--- config.mk ---
export PLATFORM = sky130hd
export DESIGN_NAME = pwm_ramp_scheduler
export DESIGN_NICKNAME = d
export VERILOG_FILES = /design/src/rtl/pwm_pkg.sv /design/src/rtl/pwm_ramp_channel.sv /design/src/rtl/pwm_ramp_scheduler.sv
export SDC_FILE = /design/constraint.sdc
export NUM_CORES = 1
export LEC_CHECK = 0
export CAP_MARGIN = 15
export CORE_MARGIN = 2
export CORE_UTILIZATION = 25
export DETAILED_ROUTE_END_ITERATION = 12
export PLACE_DENSITY = 0.38
export SLEW_MARGIN = 20
export SYNTH_ARGS = -nofsm -noshare
export SYNTH_HDL_FRONTEND = slang
export SYNTH_SLANG_ARGS = --single-unit
--- constraint.sdc ---
create_clock -name clk -period 4.97 [get_ports clk]
set_clock_uncertainty 0.2 [all_clocks]
set_input_delay 0.994 -clock clk [delete_from_list [all_inputs] [get_ports clk]]
set_output_delay 0.994 -clock clk [all_outputs]
set_load 0.05 [all_outputs]
--- src/rtl/pwm_pkg.sv ---
// pwm_pkg: shared constants and types for the PWM ramp scheduler.
//   NUM_CH_DEF / DUTY_W_DEF / DIV_W_DEF : default channel count and widths
//   CH_W                                : channel-index width (cmd_ch)
//   ch_state_e                          : per-channel FSM states
package pwm_pkg;
   localparam int NUM_CH_DEF = 3;
   localparam int DUTY_W_DEF = 8;
   localparam int DIV_W_DEF  = 8;
   localparam int CH_W       = $clog2(NUM_CH_DEF);

   typedef enum logic {
      ST_IDLE = 1'b0,
      ST_RAMP = 1'b1
   } ch_state_e;
endpackage

--- src/rtl/pwm_ramp_channel.sv ---
// pwm_ramp_channel: one channel's ramp FSM, interval counter and stepper.
//   clk, reset_n       : clock, async active-low reset
//   load_i             : accept a new command for this channel
//   target_i/step_i/div_i : command fields
//   period_complete_i  : PWM period boundary pulse
//   duty_o             : current duty value (changes only on period boundaries)
//   busy_o             : ramp in progress
//   done_o             : one-cycle pulse when the target is reached
module pwm_ramp_channel
   import pwm_pkg::*;
#(
   parameter int DUTY_W = DUTY_W_DEF,
   parameter int DIV_W  = DIV_W_DEF
) (
   input  logic              clk,
   input  logic              reset_n,
   input  logic              load_i,
   input  logic [DUTY_W-1:0] target_i,
   input  logic [DUTY_W-1:0] step_i,
   input  logic [DIV_W-1:0]  div_i,
   input  logic              period_complete_i,
   output logic [DUTY_W-1:0] duty_o,
   output logic              busy_o,
   output logic              done_o
);

   ch_state_e         state_q, state_d;
   logic [DUTY_W-1:0] duty_q, duty_d;
   logic [DUTY_W-1:0] tgt_q, tgt_d;
   logic [DUTY_W-1:0] step_q, step_d;
   logic [DIV_W-1:0]  div_q, div_d;
   logic [DIV_W-1:0]  cnt_q, cnt_d;
   logic              done_q, done_d;

   // Distance to target, one bit wider so the compare against step is exact.
   logic              up;
   logic [DUTY_W:0]   diff;

   always_comb begin
      up   = (tgt_q > duty_q);
      diff = up ? ({1'b0, tgt_q} - {1'b0, duty_q})
                : ({1'b0, duty_q} - {1'b0, tgt_q});
   end

   always_comb begin
      state_d = state_q;
      duty_d  = duty_q;
      tgt_d   = tgt_q;
      step_d  = step_q;
      div_d   = div_q;
      cnt_d   = cnt_q;
      done_d  = 1'b0;

      // A load takes priority over a coincident period pulse, so that pulse
      // is not counted toward the new ramp. Preemption keeps duty_q as-is.
      if (load_i) begin
         tgt_d  = target_i;
         step_d = step_i;
         div_d  = div_i;
         cnt_d  = div_i;
         if (target_i == duty_q) begin
            state_d = ST_IDLE;
            done_d  = 1'b1;
         end else begin
            state_d = ST_RAMP;
         end
      end else if (state_q == ST_RAMP && period_complete_i) begin
         if (cnt_q != '0) begin
            cnt_d = cnt_q - 1'b1;
         end else begin
            cnt_d = div_q;
            // Final step lands exactly on target; no overshoot or wrap.
            if (step_q == '0 || diff <= {1'b0, step_q}) begin
               duty_d  = tgt_q;
               state_d = ST_IDLE;
               done_d  = 1'b1;
            end else if (up) begin
               duty_d = duty_q + step_q;
            end else begin
               duty_d = duty_q - step_q;
            end
         end
      end
   end

   always_ff @(posedge clk or negedge reset_n) begin
      if (!reset_n) begin
         state_q <= ST_IDLE;
         duty_q  <= '0;
         tgt_q   <= '0;
         step_q  <= '0;
         div_q   <= '0;
         cnt_q   <= '0;
         done_q  <= 1'b0;
      end else begin
         state_q <= state_d;
         duty_q  <= duty_d;
         tgt_q   <= tgt_d;
         step_q  <= step_d;
         div_q   <= div_d;
         cnt_q   <= cnt_d;
         done_q  <= done_d;
      end
   end

   assign duty_o = duty_q;
   assign busy_o = (state_q == ST_RAMP);
   assign done_o = done_q;

endmodule

--- src/rtl/pwm_ramp_scheduler.sv ---
// pwm_ramp_scheduler: per-channel duty ramp sequencer for the PWM controller.
//   clk, reset_n    : clock, async active-low reset
//   cmd_valid/ready : command handshake (ready high whenever out of reset)
//   cmd_ch          : channel index; out-of-range commands are dropped
//   cmd_target/step/div : ramp target, step size (0 = jump), periods per step - 1
//   period_complete : timer pulse; duty changes only on this pulse
//   duty_out        : packed duty values, channel i at [DUTY_W*i +: DUTY_W]
//   busy / done     : per-channel ramp active / reached-target pulse
//   cmd_err         : pulse for an accepted out-of-range command
module pwm_ramp_scheduler
   import pwm_pkg::*;
#(
   parameter int NUM_CH = NUM_CH_DEF,
   parameter int DUTY_W = DUTY_W_DEF,
   parameter int DIV_W  = DIV_W_DEF
) (
   input  logic                     clk,
   input  logic                     reset_n,
   input  logic                     cmd_valid,
   output logic                     cmd_ready,
   input  logic [CH_W-1:0]          cmd_ch,
   input  logic [DUTY_W-1:0]        cmd_target,
   input  logic [DUTY_W-1:0]        cmd_step,
   input  logic [DIV_W-1:0]         cmd_div,
   input  logic                     period_complete,
   output logic [NUM_CH*DUTY_W-1:0] duty_out,
   output logic [NUM_CH-1:0]        busy,
   output logic [NUM_CH-1:0]        done,
   output logic                     cmd_err
);

   localparam logic [CH_W:0] NUM_CH_L = (CH_W+1)'(NUM_CH);

   logic                           cmd_ready_q;
   logic                           cmd_err_q, cmd_err_d;
   logic                           accept;
   logic [NUM_CH-1:0]              load;
   logic [NUM_CH-1:0][DUTY_W-1:0]  duty_w;

   assign accept    = cmd_valid & cmd_ready_q;
   assign cmd_err_d = accept && ({1'b0, cmd_ch} >= NUM_CH_L);

   // cmd_ready comes up one edge after reset release and then stays high.
   always_ff @(posedge clk or negedge reset_n) begin
      if (!reset_n) begin
         cmd_ready_q <= 1'b0;
         cmd_err_q   <= 1'b0;
      end else begin
         cmd_ready_q <= 1'b1;
         cmd_err_q   <= cmd_err_d;
      end
   end

   for (genvar i = 0; i < NUM_CH; i++) begin : g_ch
      assign load[i] = accept && (cmd_ch == CH_W'(i));

      pwm_ramp_channel #(
         .DUTY_W (DUTY_W),
         .DIV_W  (DIV_W)
      ) u_ch (
         .clk               (clk),
         .reset_n           (reset_n),
         .load_i            (load[i]),
         .target_i          (cmd_target),
         .step_i            (cmd_step),
         .div_i             (cmd_div),
         .period_complete_i (period_complete),
         .duty_o            (duty_w[i]),
         .busy_o            (busy[i]),
         .done_o            (done[i])
      );
   end

   assign duty_out  = duty_w;
   assign cmd_ready = cmd_ready_q;
   assign cmd_err   = cmd_err_q;

endmodule

==> reports/results.md <==
STA
* **Fmax** 218 MHz
* **final hold violations** 0
* **Worst slew margin** 41.0%
* **post-route fraction of the period consumed by the critical path** 92.1%
* **total count of max-transition violations in the final report** 0
* **min cycle time layout** 4580 ps
* **summed negative setup slack over all endpoints** 0 ps
* **count of final setup violators** 0
* **Worst Tran Pin Value** 885 ps
* **RSZ-0062 raised after global routing** false

Power and ir drop
* **internal portion of total power** 4.44 mW
* **static leakage power** 5.24 nW
* **Logic pwr share** 65.1%
* **VDD IR-drop max** 0.237 mV
* **share of total power consumed by net switching** 46.7%
* **switching power summed over all nets** 3.90 mW
* **power per cell area** 702 nW/um2
* **part of the total power dissipated in sequential elements** 19.0%
* **clock network fraction of design power** 15.9%

Global routing
* **vias in the first global route** 8556
* **first-pass GRT wire length** 50900 um
* **total congestion overflow after global routing** 0
* **number of antenna violations at the first check in global routing** 0
* **total routing usage reported by global routing** 15.9%
* **pin count of the biggest net entering global routing** 87

Cells and area
* **number of nets at the end of the flow** 1389
* **share of layout cells above drive strength 1** 6.50%
* **commonest cells after routing, fill and taps aside** sky130_fd_sc_hd__nand2_1 (181), sky130_fd_sc_hd__dfrtp_1 (128), sky130_fd_sc_hd__o21ai_0 (108), sky130_fd_sc_hd__ha_1 (102), sky130_fd_sc_hd__inv_1 (97)
* **most common cell after layout, fill and taps aside** sky130_fd_sc_hd__nand2_1
* **finished layout cell area** 11900 um2
* **area growth from synthesis to layout** 17.7%

Synthesis
* **netlist area before placement** 10100 um2
* **mean instance size in the synthesized netlist** 8.35 um2
* **number of enable-type register cells in the synthesized netlist** 0
* **count of mapped cells out of synthesis** 1209
* **share of async-settable or async-resettable flops after synthesis** 100%
* **number of flip-flops and latches in the synthesized netlist** 128
* **net count of the mapped netlist** 1350
* **Synth Warn #** 0
* **most used flip-flop cell after synthesis** sky130_fd_sc_hd__dfrtp_1
* **post-synth cell types** 75
* **sequential-to-total area share from yosys stat** 31.7%

Setup path
* **CP required** 5130 ps
* **type of origin of the critical path** flip-flop
* **worst path arrival time** 4730 ps
* **critical setup path kind** reg -> reg
* **kind of end point of the critical path** flip-flop
* **peak fanout along the critical path** 13

Status
* **result of the run** complete, no violations

Clocking
* **number of buffers inserted for hold repair after clock tree synthesis** 0
* **clk sink count** 128
* **level count of the clock H-tree** 4
* **CTS Buffer Depth** 2
* **CTS tree** done
* **Clk pin slew, worst setup/hold paths** 60 ps
* **number of setup buffers added after CTS** 0
* **number of clock buffers inserted by TritonCTS** 17
* **worst skew pair latency** 440 ps
* **Root Buffer** sky130_fd_sc_hd__clkbuf_16

Detailed routing
* **Post-DRT Antenna Nets** 0
* **routed length per placed instance** 17.9 um
* **final WL** 32100 um
* **total iterations of the first detailed-routing run** 5
* **Detailed Route Iter0 Violations** 338
* **DR vias** 8427
* **DRC viols** 0
* **DR vias/cell** 4.72

Floorplan
* **initial core utilization** 25.3%
* **floorplan row count** 73
* **count of pins on the block boundary** 62
* **core area** 39800 um2
* **DIE HEIGHT** 205 um
* **die width** 205 um
* **Die Footprint** 42000 um2

Worst hold path
* **class of the tightest hold or removal check** reg -> reg

Placement
* **PortBufs** 61
* **DPL Wire Length** 24400 um
* **area after detailed placement** 11300 um2
* **global placer's final weighted congestion** 0.849

Run
* **reported max-cap violation count** 0

## metal layers
layer,vias up,GRT usage [%],routed length (um)
li1,4267,-,-
met1,4019,21.8,15900
met2,119,26.2,14900
met3,22,2.43,846
met4,0,3.91,472
met5,-,0,0
## Yosys cell counts (4+ instances only)
| cell type | instances | area (um2) |
|---|---|---|
| sky130_fd_sc_hd__nand2_1 | 181 | 679 |
| sky130_fd_sc_hd__dfrtp_1 | 128 | 3200 |
| sky130_fd_sc_hd__o21ai_0 | 108 | 541 |
| sky130_fd_sc_hd__ha_1 | 102 | 1280 |
| sky130_fd_sc_hd__inv_1 | 97 | 364 |
| sky130_fd_sc_hd__a21oi_1 | 81 | 405 |
| sky130_fd_sc_hd__nor2_1 | 69 | 259 |
| sky130_fd_sc_hd__xnor2_1 | 55 | 482 |
| sky130_fd_sc_hd__clkbuf_1 | 42 | 158 |
| sky130_fd_sc_hd__mux2i_1 | 27 | 270 |
| sky130_fd_sc_hd__a21o_1 | 24 | 180 |
| sky130_fd_sc_hd__nand3_1 | 23 | 115 |
| sky130_fd_sc_hd__nor3_1 | 22 | 110 |
| sky130_fd_sc_hd__nand4_1 | 20 | 125 |
| sky130_fd_sc_hd__xor2_1 | 18 | 158 |
| sky130_fd_sc_hd__a31oi_1 | 16 | 100 |
| sky130_fd_sc_hd__nor2b_1 | 12 | 75.1 |
| sky130_fd_sc_hd__buf_2 | 10 | 50.1 |
| sky130_fd_sc_hd__o21a_1 | 10 | 75.1 |
| sky130_fd_sc_hd__fa_1 | 9 | 180 |
| sky130_fd_sc_hd__mux2_2 | 8 | 90.1 |
| sky130_fd_sc_hd__nand2b_1 | 8 | 50.1 |
| sky130_fd_sc_hd__o211ai_1 | 8 | 60.1 |
| sky130_fd_sc_hd__and2_1 | 7 | 43.8 |
| sky130_fd_sc_hd__nor4_1 | 7 | 43.8 |
| sky130_fd_sc_hd__or3_1 | 7 | 43.8 |
| sky130_fd_sc_hd__buf_4 | 6 | 45.0 |
| sky130_fd_sc_hd__o31ai_1 | 6 | 45.0 |
| sky130_fd_sc_hd__a211o_1 | 5 | 43.8 |
| sky130_fd_sc_hd__a211oi_1 | 5 | 37.5 |
| sky130_fd_sc_hd__and3_1 | 5 | 31.3 |
| sky130_fd_sc_hd__nor3b_1 | 5 | 37.5 |
| sky130_fd_sc_hd__o21ai_1 | 5 | 25.0 |
| sky130_fd_sc_hd__o21bai_1 | 5 | 37.5 |
| sky130_fd_sc_hd__a22oi_1 | 4 | 30.0 |
| sky130_fd_sc_hd__o221ai_1 | 4 | 35.0 |
## through the flow
step | util (%) | cells | hold WS, ps | setup slack, ps | power (mW)
after detailed placement | 28.3 | 1754 | 263 | 325 | 7.04
after floorplan | - | 1209 | 239 | 209 | 5.71
after global placement | 28.3 | 1754 | 257 | 353 | 7.06
after CTS | 29.8 | 1786 | 278 | 305 | 8.43
after global routing | 29.8 | 1786 | 297 | 33.4 | 9.14
final | 29.8 | 1787 | 273 | 393 | 8.34
## kinds of logic after synthesis
| kind of cell | count (synthesis) | synth area share (%) |
|---|---|---|
| AND/OR/NAND/NOR | 379 | 17.3 |
| multiplexers | 35 | 3.57 |
| buffers and inverters | 159 | 6.35 |
| AO/OA/AOI/OAI | 321 | 19.8 |
| XOR/XNOR | 75 | 6.78 |
| other | 1 | 0.0372 |
| adder cells (fa/ha/maj) | 111 | 14.4 |
| flip-flops | 128 | 31.7 |
## final cells by class
| type | count | area (um2) |
|---|---|---|
| fill | 4348 | 28000 |
| multi-input combinational | 922 | 6280 |
| sequential | 128 | 3200 |
| timing repair buffer | 82 | 769 |
| tap | 525 | 657 |
| clock buffer | 17 | 425 |
| inverter | 97 | 364 |
| clock inverter | 15 | 174 |
| antenna | 1 | 2.50 |
## worst paths after layout
kind | startpoint | endpoint | slack [ps] | cells after the start
max | g_ch[1].u_ch.duty_o[6] | g_ch[1].u_ch.duty_o[7] | 390 | 17
min | g_ch[1].u_ch.div_q[6] | g_ch[1].u_ch.div_q[6] | 270 | 2
max reg2reg | g_ch[1].u_ch.duty_o[6] | g_ch[1].u_ch.duty_o[7] | 390 | 17
min reg2reg | g_ch[1].u_ch.div_q[6] | g_ch[1].u_ch.div_q[6] | 270 | 2
max in group asynchronous | reset_n | g_ch[1].u_ch.duty_o[4] | 3190 | 2
min in group asynchronous | reset_n | g_ch[2].u_ch.cnt_q[7] | 450 | 1
## power by group through the flow
stage          registers, mW  clock network (mW)  logic, mW
3_5_place_dp            1.60                   0       5.44
6_report                1.58                1.33       5.43
3_3_place_gp            1.60                   0       5.46
5_1_grt                 1.63                1.41       6.10
4_1_cts                 1.58                1.38       5.47
2_1_floorplan           1.74                   0       3.97
## flip-flops by register name, indices dropped and copies added (netlist names)
register and count:
cmd_err 1, cmd_ready 1, g_ch.u_ch.done_o 3, g_ch.u_ch.step_q 24, g_ch.u_ch.tgt_q 24, g_ch.u_ch.cnt_q 24
g_ch.u_ch.duty_o 24, g_ch.u_ch.div_q 24, g_ch.u_ch.busy_o 3
## critical path, stage by stage (launching register included)
cell,delay [ps]
sky130_fd_sc_hd__dfrtp_1,490
sky130_fd_sc_hd__inv_1,80
sky130_fd_sc_hd__ha_1,470
sky130_fd_sc_hd__and3_1,250
sky130_fd_sc_hd__a211oi_1,60
sky130_fd_sc_hd__a41o_1,260
sky130_fd_sc_hd__a21oi_1,120
sky130_fd_sc_hd__buf_4,220
sky130_fd_sc_hd__nor2_1,60
sky130_fd_sc_hd__a21oi_1,370
sky130_fd_sc_hd__ha_1,310
sky130_fd_sc_hd__nor2b_1,140
sky130_fd_sc_hd__nor3_1,200
sky130_fd_sc_hd__o21bai_1,160
sky130_fd_sc_hd__o41ai_1,380
sky130_fd_sc_hd__xnor3_1,470
sky130_fd_sc_hd__and2_4,160
sky130_fd_sc_hd__o22ai_2,90
## what timing repair did
item | 4_1_cts | 5_1_grt
gates resized for setup | 0 | 2
setup endpoints to repair | 0 | 9
endpoints found under the hold margin | 0 | 0
Power figures use the tool's default switching activity.
